$ cat src/rtl/mips_mem_pkg.sv
// Shared definitions for the MIPS memory-side responders: FSM encoding,
// word geometry and the address-legality check.
package mips_mem_pkg;

  typedef enum logic [1:0] {
    IDLE = 2'd0,
    WAIT = 2'd1,
    RESP = 2'd2
  } mem_state_t;

  localparam int WORD_BYTES = 4;

  // An address is illegal if it is not word aligned or lies beyond the array.
  function automatic logic addr_err(input logic [31:0] addr, input int unsigned addr_width);
    return (addr[1:0] != 2'b00) || ((addr >> (addr_width + 2)) != 32'd0);
  endfunction

endpackage

$ cat src/rtl/data_mem_responder_if.sv
// Request/response bus between the MEM stage (master) and the data memory responder (slave).
interface data_mem_responder_if #(
  parameter int DATA_WIDTH = 32
);
  logic                  req_valid;
  logic                  req_ready;
  logic                  req_write;
  logic [31:0]           req_addr;
  logic [DATA_WIDTH-1:0] req_wdata;
  logic                  resp_valid;
  logic [DATA_WIDTH-1:0] resp_rdata;
  logic                  resp_err;
  logic                  busy;

  modport master (
    output req_valid, req_write, req_addr, req_wdata,
    input  req_ready, resp_valid, resp_rdata, resp_err, busy
  );

  modport slave (
    input  req_valid, req_write, req_addr, req_wdata,
    output req_ready, resp_valid, resp_rdata, resp_err, busy
  );
endinterface

$ cat src/rtl/dmem_array.sv
// Single-port word RAM: synchronous write, asynchronous read, contents not reset.
module dmem_array #(
  parameter int ADDR_WIDTH = 6,
  parameter int DATA_WIDTH = 32
) (
  input  logic                  clk,
  input  logic                  we,
  input  logic [ADDR_WIDTH-1:0] addr,
  input  logic [DATA_WIDTH-1:0] wdata,
  output logic [DATA_WIDTH-1:0] rdata
);

  logic [DATA_WIDTH-1:0] r_mem [2**ADDR_WIDTH];

  // NOTE: storage arrays get no reset branch; resetting them would turn the RAM into flops.
  always_ff @(posedge clk) begin
    if (we) r_mem[addr] <= wdata;
  end

  assign rdata = r_mem[addr];

endmodule

$ cat src/rtl/data_mem_responder.sv
// MEM-stage data memory responder: valid/ready request port, fixed access latency,
// one in-order response per request.
module data_mem_responder
  import mips_mem_pkg::*;
#(
  parameter int ADDR_WIDTH = 6,
  parameter int DATA_WIDTH = 32,
  parameter int LATENCY    = 2
) (
  input  logic                 clk,
  input  logic                 reset_n,
  data_mem_responder_if.slave  bus
);

  if (LATENCY < 0 || LATENCY > 15) begin : g_bad_latency
    $error("data_mem_responder: LATENCY must be in 0..15");
  end

  localparam logic [3:0] LAT_M1 = (LATENCY > 0) ? 4'(LATENCY - 1) : 4'd0;

  mem_state_t            r_state;
  logic [3:0]            r_cnt;
  logic                  r_ready;
  logic                  r_busy;
  logic                  r_resp_valid;
  logic                  r_resp_err;
  logic [DATA_WIDTH-1:0] r_rdata;

  logic                  r_write;
  logic                  r_err;
  logic [ADDR_WIDTH-1:0] r_idx;
  logic [DATA_WIDTH-1:0] r_wdata;

  logic                  w_accept;
  logic                  w_req_err;
  logic                  w_enter_resp;
  logic                  w_acc_write;
  logic                  w_acc_err;
  logic [ADDR_WIDTH-1:0] w_acc_idx;
  logic [DATA_WIDTH-1:0] w_acc_wdata;
  logic                  w_we;
  logic [DATA_WIDTH-1:0] w_ram_rdata;

  assign w_accept  = bus.req_valid & r_ready;
  assign w_req_err = addr_err(bus.req_addr, ADDR_WIDTH);

  // With zero latency the access happens on the accepting edge, so it uses the live request.
  assign w_enter_resp = (LATENCY == 0) ? w_accept : ((r_state == WAIT) && (r_cnt == 4'd0));
  assign w_acc_write  = (LATENCY == 0) ? bus.req_write                   : r_write;
  assign w_acc_err    = (LATENCY == 0) ? w_req_err                       : r_err;
  assign w_acc_idx    = (LATENCY == 0) ? bus.req_addr[ADDR_WIDTH+1:2]    : r_idx;
  assign w_acc_wdata  = (LATENCY == 0) ? bus.req_wdata                   : r_wdata;

  // Gated by reset_n so a request presented while reset is held can never commit.
  assign w_we = w_enter_resp & w_acc_write & ~w_acc_err & reset_n;

  dmem_array #(
    .ADDR_WIDTH (ADDR_WIDTH),
    .DATA_WIDTH (DATA_WIDTH)
  ) u_ram (
    .clk   (clk),
    .we    (w_we),
    .addr  (w_acc_idx),
    .wdata (w_acc_wdata),
    .rdata (w_ram_rdata)
  );

  // NOTE: all state here updates with <= so every register sees pre-edge values of the others.
  always_ff @(posedge clk or negedge reset_n) begin
    if (!reset_n) begin
      r_state      <= IDLE;
      r_cnt        <= 4'd0;
      r_ready      <= 1'b1;
      r_busy       <= 1'b0;
      r_resp_valid <= 1'b0;
      r_resp_err   <= 1'b0;
      r_rdata      <= '0;
      r_write      <= 1'b0;
      r_err        <= 1'b0;
      r_idx        <= '0;
      r_wdata      <= '0;
    end else begin
      r_resp_valid <= 1'b0;
      r_resp_err   <= 1'b0;
      r_rdata      <= '0;

      case (r_state)
        IDLE, RESP: begin
          if (w_accept) begin
            r_write <= bus.req_write;
            r_err   <= w_req_err;
            r_idx   <= bus.req_addr[ADDR_WIDTH+1:2];
            r_wdata <= bus.req_wdata;
            if (LATENCY == 0) begin
              r_state <= RESP;
            end else begin
              r_state <= WAIT;
              r_cnt   <= LAT_M1;
              r_ready <= 1'b0;
              r_busy  <= 1'b1;
            end
          end else begin
            r_state <= IDLE;
          end
        end
        WAIT: begin
          if (r_cnt == 4'd0) begin
            r_state <= RESP;
            r_ready <= 1'b1;
            r_busy  <= 1'b0;
          end else begin
            r_cnt <= r_cnt - 4'd1;
          end
        end
        default: begin
          r_state <= IDLE;
          r_ready <= 1'b1;
          r_busy  <= 1'b0;
        end
      endcase

      if (w_enter_resp) begin
        r_resp_valid <= 1'b1;
        r_resp_err   <= w_acc_err;
        r_rdata      <= (w_acc_write || w_acc_err) ? '0 : w_ram_rdata;
      end
    end
  end

  assign bus.req_ready  = r_ready;
  assign bus.busy       = r_busy;
  assign bus.resp_valid = r_resp_valid;
  assign bus.resp_err   = r_resp_err;
  assign bus.resp_rdata = r_rdata;

endmodule

$ cat src/flat_wrapper.sv
// flat-port wrapper written by rule: the top's interface ports become plain ports
module data_mem_responder_flat import mips_mem_pkg::*;
#(
  parameter int ADDR_WIDTH = 6,
  parameter int DATA_WIDTH = 32,
  parameter int LATENCY    = 2
)
  (clk, reset_n, bus_req_valid, bus_req_write, bus_req_addr, bus_req_wdata, bus_req_ready, bus_resp_valid, bus_resp_rdata, bus_resp_err, bus_busy);
  data_mem_responder_if #(.DATA_WIDTH(DATA_WIDTH)) bus_i ();
  input  logic clk;
  input  logic reset_n;
  input wire logic [$bits(bus_i.req_valid)-1:0] bus_req_valid;
  input wire logic [$bits(bus_i.req_write)-1:0] bus_req_write;
  input wire logic [$bits(bus_i.req_addr)-1:0] bus_req_addr;
  input wire logic [$bits(bus_i.req_wdata)-1:0] bus_req_wdata;
  output wire logic [$bits(bus_i.req_ready)-1:0] bus_req_ready;
  output wire logic [$bits(bus_i.resp_valid)-1:0] bus_resp_valid;
  output wire logic [$bits(bus_i.resp_rdata)-1:0] bus_resp_rdata;
  output wire logic [$bits(bus_i.resp_err)-1:0] bus_resp_err;
  output wire logic [$bits(bus_i.busy)-1:0] bus_busy;
  assign bus_i.req_valid = bus_req_valid;
  assign bus_i.req_write = bus_req_write;
  assign bus_i.req_addr = bus_req_addr;
  assign bus_i.req_wdata = bus_req_wdata;
  assign bus_req_ready = bus_i.req_ready;
  assign bus_resp_valid = bus_i.resp_valid;
  assign bus_resp_rdata = bus_i.resp_rdata;
  assign bus_resp_err = bus_i.resp_err;
  assign bus_busy = bus_i.busy;
  data_mem_responder #(.ADDR_WIDTH(ADDR_WIDTH), .DATA_WIDTH(DATA_WIDTH), .LATENCY(LATENCY)) u_core (.clk(clk), .reset_n(reset_n), .bus(bus_i));
endmodule
$ cat config.mk
export PLATFORM = sky130hd
export DESIGN_NAME = data_mem_responder_flat
export DESIGN_NICKNAME = d
export VERILOG_FILES = /design/src/rtl/mips_mem_pkg.sv /design/src/rtl/data_mem_responder_if.sv /design/src/rtl/dmem_array.sv /design/src/rtl/data_mem_responder.sv /design/src/flat_wrapper.sv
export SDC_FILE = /design/constraint.sdc
export NUM_CORES = 2
export LEC_CHECK = 0
export CORE_AREA = 5 5 355 427
export CTS_CLUSTER_DIAMETER = 120
export DETAILED_ROUTE_END_ITERATION = 10
export DIE_AREA = 0 0 360 432
export HOLD_SLACK_MARGIN = 0.02
export PLACE_DENSITY = 0.71
export SLEW_MARGIN = 20
export SYNTH_ARGS = -nofsm -noshare
export SYNTH_HDL_FRONTEND = slang
export SYNTH_SLANG_ARGS = --single-unit
export TNS_END_PERCENT = 30
$ cat constraint.sdc
create_clock -name clk -period 7.55 [get_ports clk]
set_input_delay 0.755 -clock clk [delete_from_list [all_inputs] [get_ports clk]]
set_output_delay 0.755 -clock clk [all_outputs]
set_load 0.05 [all_outputs]
* Word-level counts from Yosys, hierarchy flattened *
Memories as Yosys holds them, arrays and structs flattened.
Cells that the tools add are included.

word-level totals
  memories = 1
  logic and storage cells = 53
  bits in latches = 0
  RAM bits = 2048
  memory bits (read-only) = 0
  flip-flop bits (word level) = 82

cells by class
  magnitude comparators = 0
  shift operators = 0
  eq/ne operators = 5
  reduce and logical (&&, ||, !) cells = 12
  bitwise logic cells = 5
  add/subtract/negate cells = 1
  multipliers = 0
  div/mod/pow operators = 0
  muxes and demuxes = 18

memory list
  name                depth  width  read ports  clocked after Yosys merged registers in  wr ports  line              RTL
  u_core.u_ram.r_mem  64     32     1           0                                        1         dmem_array.sv:13  logic [DATA_WIDTH-1:0] r_mem [2**ADDR_WIDTH];

operator list
  operator                                                                  number
  32-bit 2-to-1 mux                                                         2
  32-bit nonzero test                                                       1
  1-bit 2-to-1 mux                                                          9
  4-bit 2-to-1 mux                                                          2
  4-bit one-hot mux with 2 select lines                                     1
  1-bit AND                                                                 4
  4-bit zero test                                                           1
  2-bit inequality test (second input constant)                             2
  1-bit one-hot mux with 2 select lines                                     2
  2-bit one-hot mux with 2 select lines                                     1
  2-bit AND reduction                                                       2
  2-bit nonzero test                                                        2
  4-bit by 1-bit subtractor with 4-bit output (second input constant)       1
  3-bit AND reduction                                                       1
  2-bit by 1-bit equality test with 1-bit output (second input constant)    1
  2-bit equality test (second input constant)                               1
  2-bit zero test                                                           1
  1-bit logical OR                                                          2
  2-bit 2-to-1 mux                                                          1
  2-bit by 1-bit inequality test with 1-bit output (second input constant)  1
  2-bit OR reduction                                                        1
  1-bit logical AND                                                         1
  1-bit inverter                                                            1

* Logic depth before layout (Yosys ltp) *
  depth after elaboration = 7
  gate-level depth with buffers = 10

* By module *
From an unflattened synthesis, not the netlist that was laid out.

unflattened totals
  cells, all modules = 4494
  area total of the unflattened synthesis = 81371.8 µm²

by module, submodules not included
  module              instances  cells each  area each (µm²)  sequential area each (µm²)
  dmem_array          1          4207        78287.6          61499.0
  data_mem_responder  1          287         3084.2           2053.2

* Worst setup path before layout *
OpenSTA, ideal clock, no wires.

  path kind = flip-flop to flip-flop
  start point = reg u_core.r_cnt[0]
  end point = mem u_core.u_ram.r_mem[0][0] (enable)
  arrival time = 3.080 ns
  path slack = 4.049 ns
  stages on the path, launching flop included = 8
  library setup time = 0.421 ns
  cells stage by stage = dfrtp_1 -> inv_1 -> ha_1 -> and3_1 -> nand2_1 -> nor3_1 -> nand2_1 -> nor2_1

on the way
  word-level cells in the longest chain between the ends = 7

RTL lines
  what                                    line                       RTL
  from (decl)                             data_mem_responder.sv:22   logic [3:0] r_cnt;
  from (signal assigned)                  data_mem_responder.sv:112  r_cnt <= r_cnt - 4'd1;
  4-bit zero test                         data_mem_responder.sv:48   assign w_enter_resp = (LATENCY == 0) ? w_accept : ((r_state == WAIT) && (r_cnt == 4'd0));
  1-bit logical AND                       data_mem_responder.sv:48
  1-bit AND (3 in a row)                  data_mem_responder.sv:55   assign w_we = w_enter_resp & w_acc_write & ~w_acc_err & reset_n;
  1-bit 2-to-1 mux                        dmem_array.sv:17           if (we) r_mem[addr] <= wdata;
  1-bit 2-to-1 mux (not written as such)  dmem_array.sv:17
  to (decl)                               dmem_array.sv:13

No other way between the ends.

* Final worst setup path *
  start point = reg u_core.r_idx[2]
  end point = reg u_core.r_rdata[25], in the netlist u_core.bus.resp_rdata[25]

on the way
  word-level cells in the longest chain between the ends = 3

RTL lines
  what                    line                       RTL
  from (decl)             data_mem_responder.sv:31   logic [ADDR_WIDTH-1:0] r_idx;
  from (signal assigned)  data_mem_responder.sv:92   r_idx <= bus.req_addr[ADDR_WIDTH+1:2];
  memory 64 x 32 bit      n/a
  32-bit 2-to-1 mux       data_mem_responder.sv:125  r_rdata <= (w_acc_write || w_acc_err) ? '0 : w_ram_rdata;
  32-bit 2-to-1 mux       data_mem_responder.sv:122  if (w_enter_resp) begin
  to (signal assigned)    data_mem_responder.sv:125
  to (decl)               data_mem_responder.sv:27   logic [DATA_WIDTH-1:0] r_rdata;

No other way between the ends.
A chain may end at the register's enable or synchronous reset.

==> results.toml <==
[critical_path]
path_class = "reg2reg"
cp_cell_sequence = "buf_4 > and2_4 > buf_4 > a22o_1 > nor3_1 > a311oi_1 > nor4_1 > a31oi_1"
r2r_cells = 8
critPathCaptureType = "flip-flop"
slowest_delay_ps = 890
path_depth = 8
worst_setup_path_start_kind = "flip-flop"
rr_endpoint = "u_core.bus.resp_rdata[25]"
r2r-start = "u_core.r_idx[2]"
cp-startpoint = "u_core.r_idx[2]"
crit_buf_inv = 2
crit_slowest_cell = "a311oi_1"
crit_top_cell = "buf_4"
cp_max_fo = 63
reg2reg_slack_ps = 2950
required_ps = 8290
cp_top_family = "buffers and inverters"
critical_path_arrival_ps = 5350

[sta]
hold_viol = 0
post-route-period-util = 0.610
max_slew.worst_pin.slew_ps = 1320
max_clock_freq_ghz = 0.217
drv_slew = 0
setup_tns_ps = 0
rsz0062_at_grt = "false"
holdWs_ps = 182
finClkSkew_ps = 40.6
setup_viol = 0
relSlewSlack = 0.113
period_needed_ps = 4600

[clock_tree]
postCtsResizedCells = 0
cts_tree = "yes"
clkTransAtPathRegs_ps = 60
cts_hold_buf = 0
htree_levels = 4
clock_latency_ps = 840
numCtsBuffers = 186
clockBufferDepth = 3
cts_setup_buffers = 0
root_buffer = "clkbuf_16"
clock_sinks = 2130

[die]
core_mm2 = 0.146
dieHeight_um = 432
die_area_mm2 = 0.156
start_util = 0.548
io_pins = 104
die_width_um = 360
num_rows = 154

[finish]
layout_commonest_cell = "edfxtp_1"
layout_common_cells = "2048 x edfxtp_1, 560 x a22oi_1, 188 x clkbuf_16"
layout-drive-gt1-share = 0.160
area_growth_pct = 13.1
utilization = 0.620
fin_nets = 4677

[synthesis]
syn-cell-area_mm2 = 0.0803
synth_edf_count = 2048
yosysUniqueCellTypes = 68
ys_seq_area_frac = 0.791
synth-seq-cells = 2130
synth-async-reset-ratio = 0.0385
synth_flop_cell = "edfxtp_1"
avgSynthCellArea_um2 = 18.0
synth_nets = 4542
synthCells = 4473
yosysWarningCount = 0

[route]
drt-initial-drc-count = 7546
via_per_inst = 6.90
ant_nets = 0
drcViolationCount = 0
wirelength_um = 228000
first_pass_iters = 7
vias = 46343
wl_per_cell_um = 33.9

[job]
cap_violations = 0

[placed_design]
port_buffers = 103
dp_hpwl_um = 132000
gp_congestion = 0.981

[global_route]
grt_use_total = 0.287
grt_pass1_wl_um = 323000
grt_pass1_vias = 44985
overflow = 0
grt_max_degree = 109
grt_antenna_before_repair = 15

[power]
vdd.ir_drop.worst_mv = 0.642
p_total_uw = 35600
leakagePower_uw = 0.0282
cellPowerDensity_mw_per_mm2 = 392

[status]
status = "finished, final reports clean"

[hold_path]
hold_class = "in2async"
## logic make-up (layout without fill, tap and decap cells)
family,after synthesis,after routing,synth area share
buffers and inverters,332,621,0.0203
other,0,6,0
AOI/OAI and AO/OA,1310,1310,0.118
adders and majority gates,1,1,0.000156
DFF,2130,2130,0.791
and+or+nand+nor,374,374,0.0219
muxes,326,326,0.0483
## Yosys cell counts, types with 16 or more instances
cell	number	area (µm²)
buf_1	30	113
nand2_1	69	259
buf_2	147	736
buf_4	20	150
a22o_1	93	815
nor4_1	36	225
a222oi_1	17	170
nand3_1	20	100
a21oi_1	130	651
nor3_1	36	180
a31oi_1	20	125
buf_6	16	180
a41oi_1	41	359
o221ai_1	21	184
edfxtp_1	2048	61500
mux4_2	35	788
o22ai_1	156	976
a221oi_1	87	762
dfrtp_1	81	2030
clkbuf_1	108	405
a22oi_1	560	4200
nor2_1	147	552
mux2i_1	150	1500
o21ai_0	102	510
and3_1	18	113
mux2_2	141	1590
## area by class of cell
type                            instances  area [µm²]
Sequential cell                      2130       63600
Fill cell                           10126       55700
Multi-Input combinational cell       2011       15800
Clock buffer                          248        5060
Timing Repair Buffer                  270        2840
Tap cell                             1950        2440
Clock inverter                         94        1020
Inverter                                9        33.8
Antenna cell                            6        15.0
## routing by layer
| layer | up-vias | GRT usage | wire length, µm |
|---|---|---|---|
| met4 | 8 | 0.183 | 17100 |
| met3 | 663 | 0.0686 | 26600 |
| met1 | 23524 | 0.364 | 77300 |
| met5 | - | 0 | 66 |
| met2 | 3314 | 0.452 | 107000 |
| li1 | 18834 | - | - |
## where the power goes
part | internal (µW) | switching (µW)
combinational | 2860 | 7650
clock | 5310 | 4210
sequential | 14900 | 659
total | 23000 | 12500
## registers in the layout, indices dropped and copies added (netlist names)
| register | flops |
|---|---|
| u_core.r_state | 2 |
| u_core.u_ram.r_mem | 2048 |
| u_core.r_write | 1 |
| u_core.bus.req_ready | 1 |
| u_core.r_err | 1 |
| u_core.r_cnt | 4 |
| u_core.r_idx | 6 |
| u_core.bus.busy | 1 |
| u_core.bus.resp_valid | 1 |
| u_core.r_wdata | 32 |
| u_core.bus.resp_err | 1 |
| u_core.bus.resp_rdata | 32 |
## how the worst max path moves through the flow
stage,endpoint,slack [ps]
2_1_floorplan,u_core.u_ram.r_mem[0][0],4050
3_3_place_gp,u_core.bus.resp_rdata[25],3070
3_5_place_dp,u_core.bus.resp_rdata[25],3010
4_1_cts,u_core.bus.resp_rdata[25],2990
5_1_grt,u_core.bus.resp_rdata[25],2800
6_report,u_core.bus.resp_rdata[25],2950
## through the flow
| step | cell area, µm² | cells | setup WS (ps) |
|---|---|---|---|
| after floorplan | 80300 | 4473 | 4050 |
| final | 90800 | 6718 | 2950 |
| after CTS | 90500 | 6701 | 2990 |
| after global placement | 84000 | 6341 | 3070 |
| after detailed placement | 84400 | 6359 | 3010 |
| after global routing | 90800 | 6712 | 2800 |
(Power assumes the default switching activity.)
